File: src/rtl/music_box_state_controller.sv
// Mode sequencer for the music box: turns button presses into currentState and returns to
// DoNothing on completion, cancel or (with MUSICBOX_WATCHDOG_EN defined) watchdog expiry.
module music_box_state_controller #(
  parameter int unsigned WATCHDOG_CYCLES = 32'd500_000_000
) (
  input  logic        clock_50Mhz,
  input  logic        reset,
  input  logic [3:0]  button_n,
  input  logic        cancel_n,
  input  logic [3:0]  stateComplete,
  output logic [4:0]  currentState,
  output logic        stateEntered,
  output logic        watchdogFired,
  output logic [31:0] debugString
);

  typedef enum logic [4:0] {
    StDoNothing     = 5'd0,
    StMakeRecording = 5'd1,
    StPlayRecording = 5'd2,
    StPlaySong1     = 5'd3,
    StPlaySong2     = 5'd4
  } state_e;

  state_e      r_state;
  state_e      w_state_d;
  logic [4:0]  r_prev;
  logic [15:0] r_count;
  logic        r_entered;
  logic        r_wd_fired;

  // Packed as {complete[3:0], cancel, button[3:0]}, all active-high.
  logic [8:0]  w_in;
  logic [8:0]  r_sync1;
  logic [8:0]  r_sync2;
  logic [8:0]  r_hist;
  logic [8:0]  w_event;
  logic [3:0]  w_btn_ev;
  logic        w_cancel_ev;
  logic [3:0]  w_cmp_ev;

  logic        w_cmp_hit;
  logic        w_wd_expire;
  logic        w_wd_exit;
  logic        w_transition;
  logic        w_btn_accept;

  assign w_in        = {stateComplete, ~cancel_n, ~button_n};
  assign w_event     = r_sync2 & ~r_hist;
  assign w_btn_ev    = w_event[3:0];
  assign w_cancel_ev = w_event[4];
  assign w_cmp_ev    = w_event[8:5];

  always_comb begin
    w_state_d = r_state;
    w_cmp_hit = 1'b0;
    w_wd_exit = 1'b0;
    case (r_state)
      StDoNothing: begin
        if (w_btn_ev[0])      w_state_d = StMakeRecording;
        else if (w_btn_ev[1]) w_state_d = StPlayRecording;
        else if (w_btn_ev[2]) w_state_d = StPlaySong1;
        else if (w_btn_ev[3]) w_state_d = StPlaySong2;
      end
      StMakeRecording: w_cmp_hit = w_cmp_ev[0];
      StPlayRecording: w_cmp_hit = w_cmp_ev[1];
      StPlaySong1:     w_cmp_hit = w_cmp_ev[2];
      StPlaySong2:     w_cmp_hit = w_cmp_ev[3];
      default:         w_state_d = StDoNothing;
    endcase
    if (r_state != StDoNothing) begin
      // Completion or cancel take precedence so the watchdog flag blames only a pure timeout.
      if (w_cmp_hit || w_cancel_ev) begin
        w_state_d = StDoNothing;
      end else if (w_wd_expire) begin
        w_state_d = StDoNothing;
        w_wd_exit = 1'b1;
      end
    end
  end

  assign w_transition = (w_state_d != r_state);
  assign w_btn_accept = w_transition && (r_state == StDoNothing);

  always_ff @(posedge clock_50Mhz) begin
    if (reset) begin
      r_sync1    <= '0;
      r_sync2    <= '0;
      r_hist     <= '0;
      r_state    <= StDoNothing;
      r_prev     <= '0;
      r_count    <= '0;
      r_entered  <= 1'b0;
      r_wd_fired <= 1'b0;
    end else begin
      r_sync1   <= w_in;
      r_sync2   <= r_sync1;
      r_hist    <= r_sync2;
      r_state   <= w_state_d;
      r_entered <= w_transition;
      if (w_transition) begin
        r_prev  <= r_state;
        r_count <= r_count + 16'd1;
      end
      if (w_wd_exit)         r_wd_fired <= 1'b1;
      else if (w_btn_accept) r_wd_fired <= 1'b0;
    end
  end

`ifdef MUSICBOX_WATCHDOG_EN
  logic [31:0] r_wd_cnt;

  assign w_wd_expire = (r_state != StDoNothing) && (r_wd_cnt == 32'(WATCHDOG_CYCLES - 1));

  always_ff @(posedge clock_50Mhz) begin
    if (reset) begin
      r_wd_cnt <= '0;
    end else if (w_transition || (r_state == StDoNothing)) begin
      r_wd_cnt <= '0;
    end else begin
      r_wd_cnt <= r_wd_cnt + 32'd1;
    end
  end
`else
  logic w_unused_wd;

  assign w_wd_expire = 1'b0;
  assign w_unused_wd = ^WATCHDOG_CYCLES;
`endif

  assign currentState  = r_state;
  assign stateEntered  = r_entered;
  assign watchdogFired = r_wd_fired;
  assign debugString   = {3'b000, r_prev, 3'b000, r_state, r_count};

endmodule

File: config.mk
export PLATFORM = sky130hd
export DESIGN_NAME = music_box_state_controller
export DESIGN_NICKNAME = d
export VERILOG_FILES = /design/src/rtl/music_box_state_controller.sv
export SDC_FILE = /design/constraint.sdc
export NUM_CORES = 1
export LEC_CHECK = 0
export BUFFER_PORTS_ARGS = -buffer_cell sky130_fd_sc_hd__buf_2
export CAP_MARGIN = 10
export CORE_ASPECT_RATIO = 1.5
export CORE_MARGIN = 8
export CORE_UTILIZATION = 50
export DETAILED_ROUTE_END_ITERATION = 8
export GPL_TIMING_DRIVEN = 0
export PLACE_DENSITY = 0.8
export SLEW_MARGIN = 20
export SYNTH_ARGS = -nofsm -noshare
export SYNTH_HDL_FRONTEND = slang
export SYNTH_SLANG_ARGS = --single-unit
File: constraint.sdc
create_clock -name clock_50Mhz -period 2.1 [get_ports clock_50Mhz]
set_input_delay 0.21 -clock clock_50Mhz [delete_from_list [all_inputs] [get_ports clock_50Mhz]]
set_output_delay 0.21 -clock clock_50Mhz [all_outputs]
set_load 0.05 [all_outputs]
---- After elaboration in Yosys (flattened, before gate mapping) ----
Cells that the tools add are included.
word-level totals
  output and inout port bits .............. 39
  word-level logic and storage cells ...... 29
  input port bits ......................... 11
  flip-flop bits (word level) ............. 54
operators by class
  add/sub/neg operators ................... 1
  muxes and demuxes ....................... 8
  equal/unequal tests ..................... 5
  bitwise logic cells ..................... 4
  reductions and logical operators ........ 4
operators by type and width
  operator                                        count
  two-way mux 5 bit                               6
  adder 16 x 1 -> 16 bit (second input constant)  1
  == test 5 x 2 -> 1 bit (second input constant)  2
  one-hot mux 5 bit (2 select lines)              1
  AND 9 bit                                       1
  NOT 9 bit                                       1
  == test 5 x 1 -> 1 bit (second input constant)  1
  == test 5 x 3 -> 1 bit (second input constant)  1
  logical NOT 5 bit                               1
  != test 5 bit                                   1
  nonzero test 5 bit                              1
  NOT 4 bit                                       1
  one-hot mux 1 bit (4 select lines)              1
  OR reduction 4 bit                              1
  logical OR 1 bit                                1
  NOT 1 bit                                       1

---- Longest topological paths before layout ----
  depth after elaboration ................. 10
  depth in mapped cells ................... 9
  gate-level depth less buffers ........... 6

---- Worst setup path after synthesis ----
Ideal clock, no wire load.
  path kind ............................... register -> register
  start ................................... register r_state[1] (netlist: currentState[1])
  end ..................................... register r_count[1]
  setup slack ............................. -0.129 ns
  arrival ................................. 2.101 ns
  cell stages (with the launch flop) ...... 10
  clock period less this slack ............ 2.229 ns
  path through ............................ dfxtp_1 > buf_2 > nor3_1 > nor4b_1 > nand4b_1 > a21boi_2 > buf_6 > buf_6 > mux2i_1 > nor2_1
between the ends
  word-level cells in the longest chain between the ends .. 8
  elaborated cells between the ends (all ways) .. 17
ends and longest elaborated chain
  item                                line  source
  start, declared                     25    state_e r_state;
  start signal, assigned              90    r_state <= StDoNothing;
  start signal, assigned              99    r_state <= w_state_d;
  two-way mux 5 bit                   63    else if (w_btn_ev[3]) w_state_d = StPlaySong2;
  two-way mux 5 bit                   62    else if (w_btn_ev[2]) w_state_d = StPlaySong1;
  two-way mux 5 bit                   61    else if (w_btn_ev[1]) w_state_d = StPlayRecording;
  two-way mux 5 bit                   60    if (w_btn_ev[0]) w_state_d = StMakeRecording;
  one-hot mux 5 bit (2 select lines)  58    case (r_state)
  two-way mux 5 bit                   73    if (w_cmp_hit || w_cancel_ev) begin
  two-way mux 5 bit                   71    if (r_state != StDoNothing) begin
  != test 5 bit *                     82    assign w_transition = (w_state_d != r_state);
  end signal, assigned                103   r_count <= r_count + 16'd1;
  end, declared                       28    logic [15:0] r_count;
Every way passes the cells marked *; elsewhere a longest branch is shown, timed or not.
A chain may end at the register's enable or synchronous reset.

---- Worst setup path in the final report ----
  start ................................... register r_state[0] (netlist: currentState[0])
  end ..................................... register r_count[1]
Same word-level chain as after synthesis.

==> results.json <==
{
  "status": "finished, violations left",
  "violations": "setup timing",
  "clock-root-buffer": "clkbuf_8",
  "post-route-min-period_ps": 2110,
  "die_h_microns": 95.5,
  "synth.largest_area_cell": "dfxtp_1",
  "crit_chain": "buf_6 > o21ai_2 > nor4b_4 > nand4b_1 > a21boi_4 > buf_6 > buf_12 > mux2i_4 > nor2_1",
  "max_stage_delay_ps": 340,
  "slew-limit-headroom_pct": 66.2,
  "seq_area_frac_synth_pct": 51.3,
  "clock.fmax_ghz": 0.473,
  "n_antenna_cell": 0,
  "fin_nets": 294,
  "numCtsBuffers": 5,
  "antenna_found_initial": 0,
  "post-route-period-util_pct": 101,
  "firstDrtPassIters": 4,
  "synth-xor-area-share_pct": 0.415,
  "power.leakage_nw": 1.08,
  "ys.flop_type": "dfxtp_1",
  "final_hold_viol_count": 0,
  "place_ws_ps": -70.2,
  "io_buffers": 41,
  "ir_drop_mv": 0.625,
  "muxShareOfSynthArea_pct": 1.90,
  "setup_viol": 1,
  "synth_compound_area_share_pct": 10.6,
  "grt_max_degree": 19,
  "cts_tree": "done",
  "place_area_sq_um": 2400,
  "num_rows": 29,
  "synth.cell_area_sq_um": 2110,
  "h-tree-depth": 2,
  "clock_skew_ps": 10.2,
  "grt_pass1_vias": 1591,
  "worst_slew_pin_slew_ps": 507,
  "worstPathRequired_ps": 2280,
  "die_area_sq_um": 6590,
  "dr_total_vias": 1710,
  "core-area_sq_um": 4140,
  "synth-edff-count": 0,
  "drtIter0Drc": 110,
  "synthTopCellsByCount": "dfxtp_1 (54), nor2b_1 (27), nor2_1 (19), a21oi_1 (18), buf_4 (13)",
  "crit_end": "r_count[1]$_SDFFE_PP0P_",
  "pin_count": 50,
  "clockBufferDepth": 2,
  "cap_violations": 0,
  "die_x_microns": 69.0,
  "layout-drive-gt1-share_pct": 29.3,
  "rsz0062_at_grt": "true",
  "dp.cells": 318,
  "routed_wl_microns": 4500,
  "reg2reg_from": "currentState[0]$_SDFF_PP0_",
  "fin_cells": 329,
  "drc": 0,
  "r2r_slack_ps": -10,
  "final_cell_area_sq_um": 2600,
  "clkLatencyLatePin_ps": 310,
  "power.density_nw_per_um2": 749,
  "synth_area_leaders": "dfxtp_1 (51%), nor2b_1 (8.0%), buf_4 (4.6%), a21oi_1 (4.3%), nor2_1 (3.4%)",
  "areaGrowthSynthToFinish_pct": 23.2,
  "yosysTopAreaCellShare_pct": 51.3,
  "synth_simple_gate_area_share_pct": 26.6,
  "fin_tns_setup_ps": -14.9,
  "syn_inst": 223,
  "startpoint_type": "flip-flop",
  "rr_endpoint": "r_count[1]$_SDFFE_PP0P_",
  "yosys_warnings": 0,
  "power_mw": 1.95,
  "crit_type": "flip-flop to flip-flop",
  "synth_fa_ha_area_share_pct": 0.593,
  "crit_arrival_ps": 2300,
  "slew_violations": 0,
  "clkTransAtPathRegs_ps": 100,
  "postSynth.asyncResetShare_pct": 0,
  "start_util_pct": 51.0,
  "synth_top_family_by_area": "simple AND/OR/NAND/NOR gates",
  "clkSinkCount": 54,
  "yosysUniqueCellTypes": 36,
  "postRouteAntennaNets": 0,
  "path_max_fanout": 10,
  "ys_seq_elements": 54,
  "crit_top_cell": "buf_6",
  "avgSynthCellArea_sq_um": 9.45,
  "r2r_cells": 9,
  "cp_slowest_cell": "dfxtp_2",
  "place_hpwl_microns": 3100,
  "overflow": 0,
  "routedWlPerCell_microns": 13.7,
  "grt_use_total_pct": 12.4,
  "gp_congestion": 0.783,
  "cp-end-kind": "flip-flop",
  "crit_start": "currentState[0]$_SDFF_PP0_",
  "yosysMostFrequentCell": "dfxtp_1",
  "hold_class": "input pin to flip-flop",
  "holdBufCountCts": 0,
  "worst_slack_ps": -14.9,
  "grt_pass1_wl_microns": 6860,
  "avgViaCountPerCell": 5.20
}
area by class of cell:
cell class,count,area (sq um)
Clock inverter,3,25.0
Tap cell,46,57.6
Sequential cell,54,1090
Clock buffer,5,68.8
Fill cell,353,1540
Inverter,4,15.0
Multi-Input combinational cell,149,933
Buffer,22,163
Timing Repair Buffer,46,243
sequential cells by signal, summed over array words and instances (netlist names):
signal	cells
r_prev	5
stateEntered	1
r_count	16
r_sync2	9
r_sync1	9
currentState	5
r_hist	9
per-layer routing:
| metal | GRT usage, % | vias up | wire [microns] |
|---|---|---|---|
| met1 | 11.5 | 782 | 1780 |
| li1 | - | 870 | - |
| met4 | 4.97 | 0 | 73 |
| met5 | 0 | - | 0 |
| met3 | 4.48 | 7 | 279 |
| met2 | 23.8 | 51 | 2360 |
worst max-delay path, delay by kind of cell (launching register included):
| family | cells | cell delay, ps |
|---|---|---|
| mux | 1 | 220 |
| simple gates | 3 | 500 |
| buf+inv | 3 | 450 |
| compound gates | 2 | 450 |
| flops | 1 | 340 |
cells by family (layout without fill, tap and decap cells):
| group | Yosys count | after routing |
|---|---|---|
| simple gates | 97 | 97 |
| other cells | 1 | 9 |
| fa+ha+maj | 1 | 1 |
| mux | 4 | 4 |
| buf+inv | 28 | 80 |
| compound gates | 37 | 37 |
| flops | 54 | 54 |
| xor+xnor | 1 | 1 |
power by group:
part / switching (mW) / internal (mW) / total, mW / leakage, nW
clock network: 0.343 / 0.241 / 0.584 / 0.0447
registers: 0.0325 / 1.06 / 1.09 / 0.444
logic: 0.175 / 0.0965 / 0.272 / 0.596
placed cells by master, fill, tap and decap left out, types with 5 or more instances in the layout:
master	instances
dfxtp_1	49
buf_2	41
nor2b_1	27
nor2_1	19
a21oi_1	18
buf_4	18
nand3_1	9
conb_1	9
nand2_1	8
or3_1	8
o31ai_1	7
or4_1	7
clkbuf_1	6
o21ai_1	6
clkbuf_8	5
how the worst min path moves through the flow:
stage	depth (start not counted)	startpoint	to
2_1_floorplan	1	button_n[0]	r_sync1[0]$_SDFF_PP0_
3_3_place_gp	2	button_n[3]	r_sync1[3]$_SDFF_PP0_
3_5_place_dp	2	cancel_n	r_sync1[4]$_SDFF_PP0_
4_1_cts	2	cancel_n	r_sync1[4]$_SDFF_PP0_
5_1_grt	2	cancel_n	r_sync1[4]$_SDFF_PP0_
6_report	2	button_n[0]	r_sync1[0]$_SDFF_PP0_
repair_timing:
action | CTS | global route
gates resized for setup | 2 | 13
pin swaps | 0 | 3
endpoints found under the setup margin | 15 | 20
setup buffers | 0 | 5
per-stage QoR:
step / hold slack (ps) / util [%]
after detailed placement: 367 / 58.1
after CTS: 31.3 / 60.7
after floorplan: 282 / -
final: 39.3 / 62.8
after global routing: 25.5 / 62.8
after global placement: 365 / 58.1
Note: power is estimated with default switching activity, not from simulation.
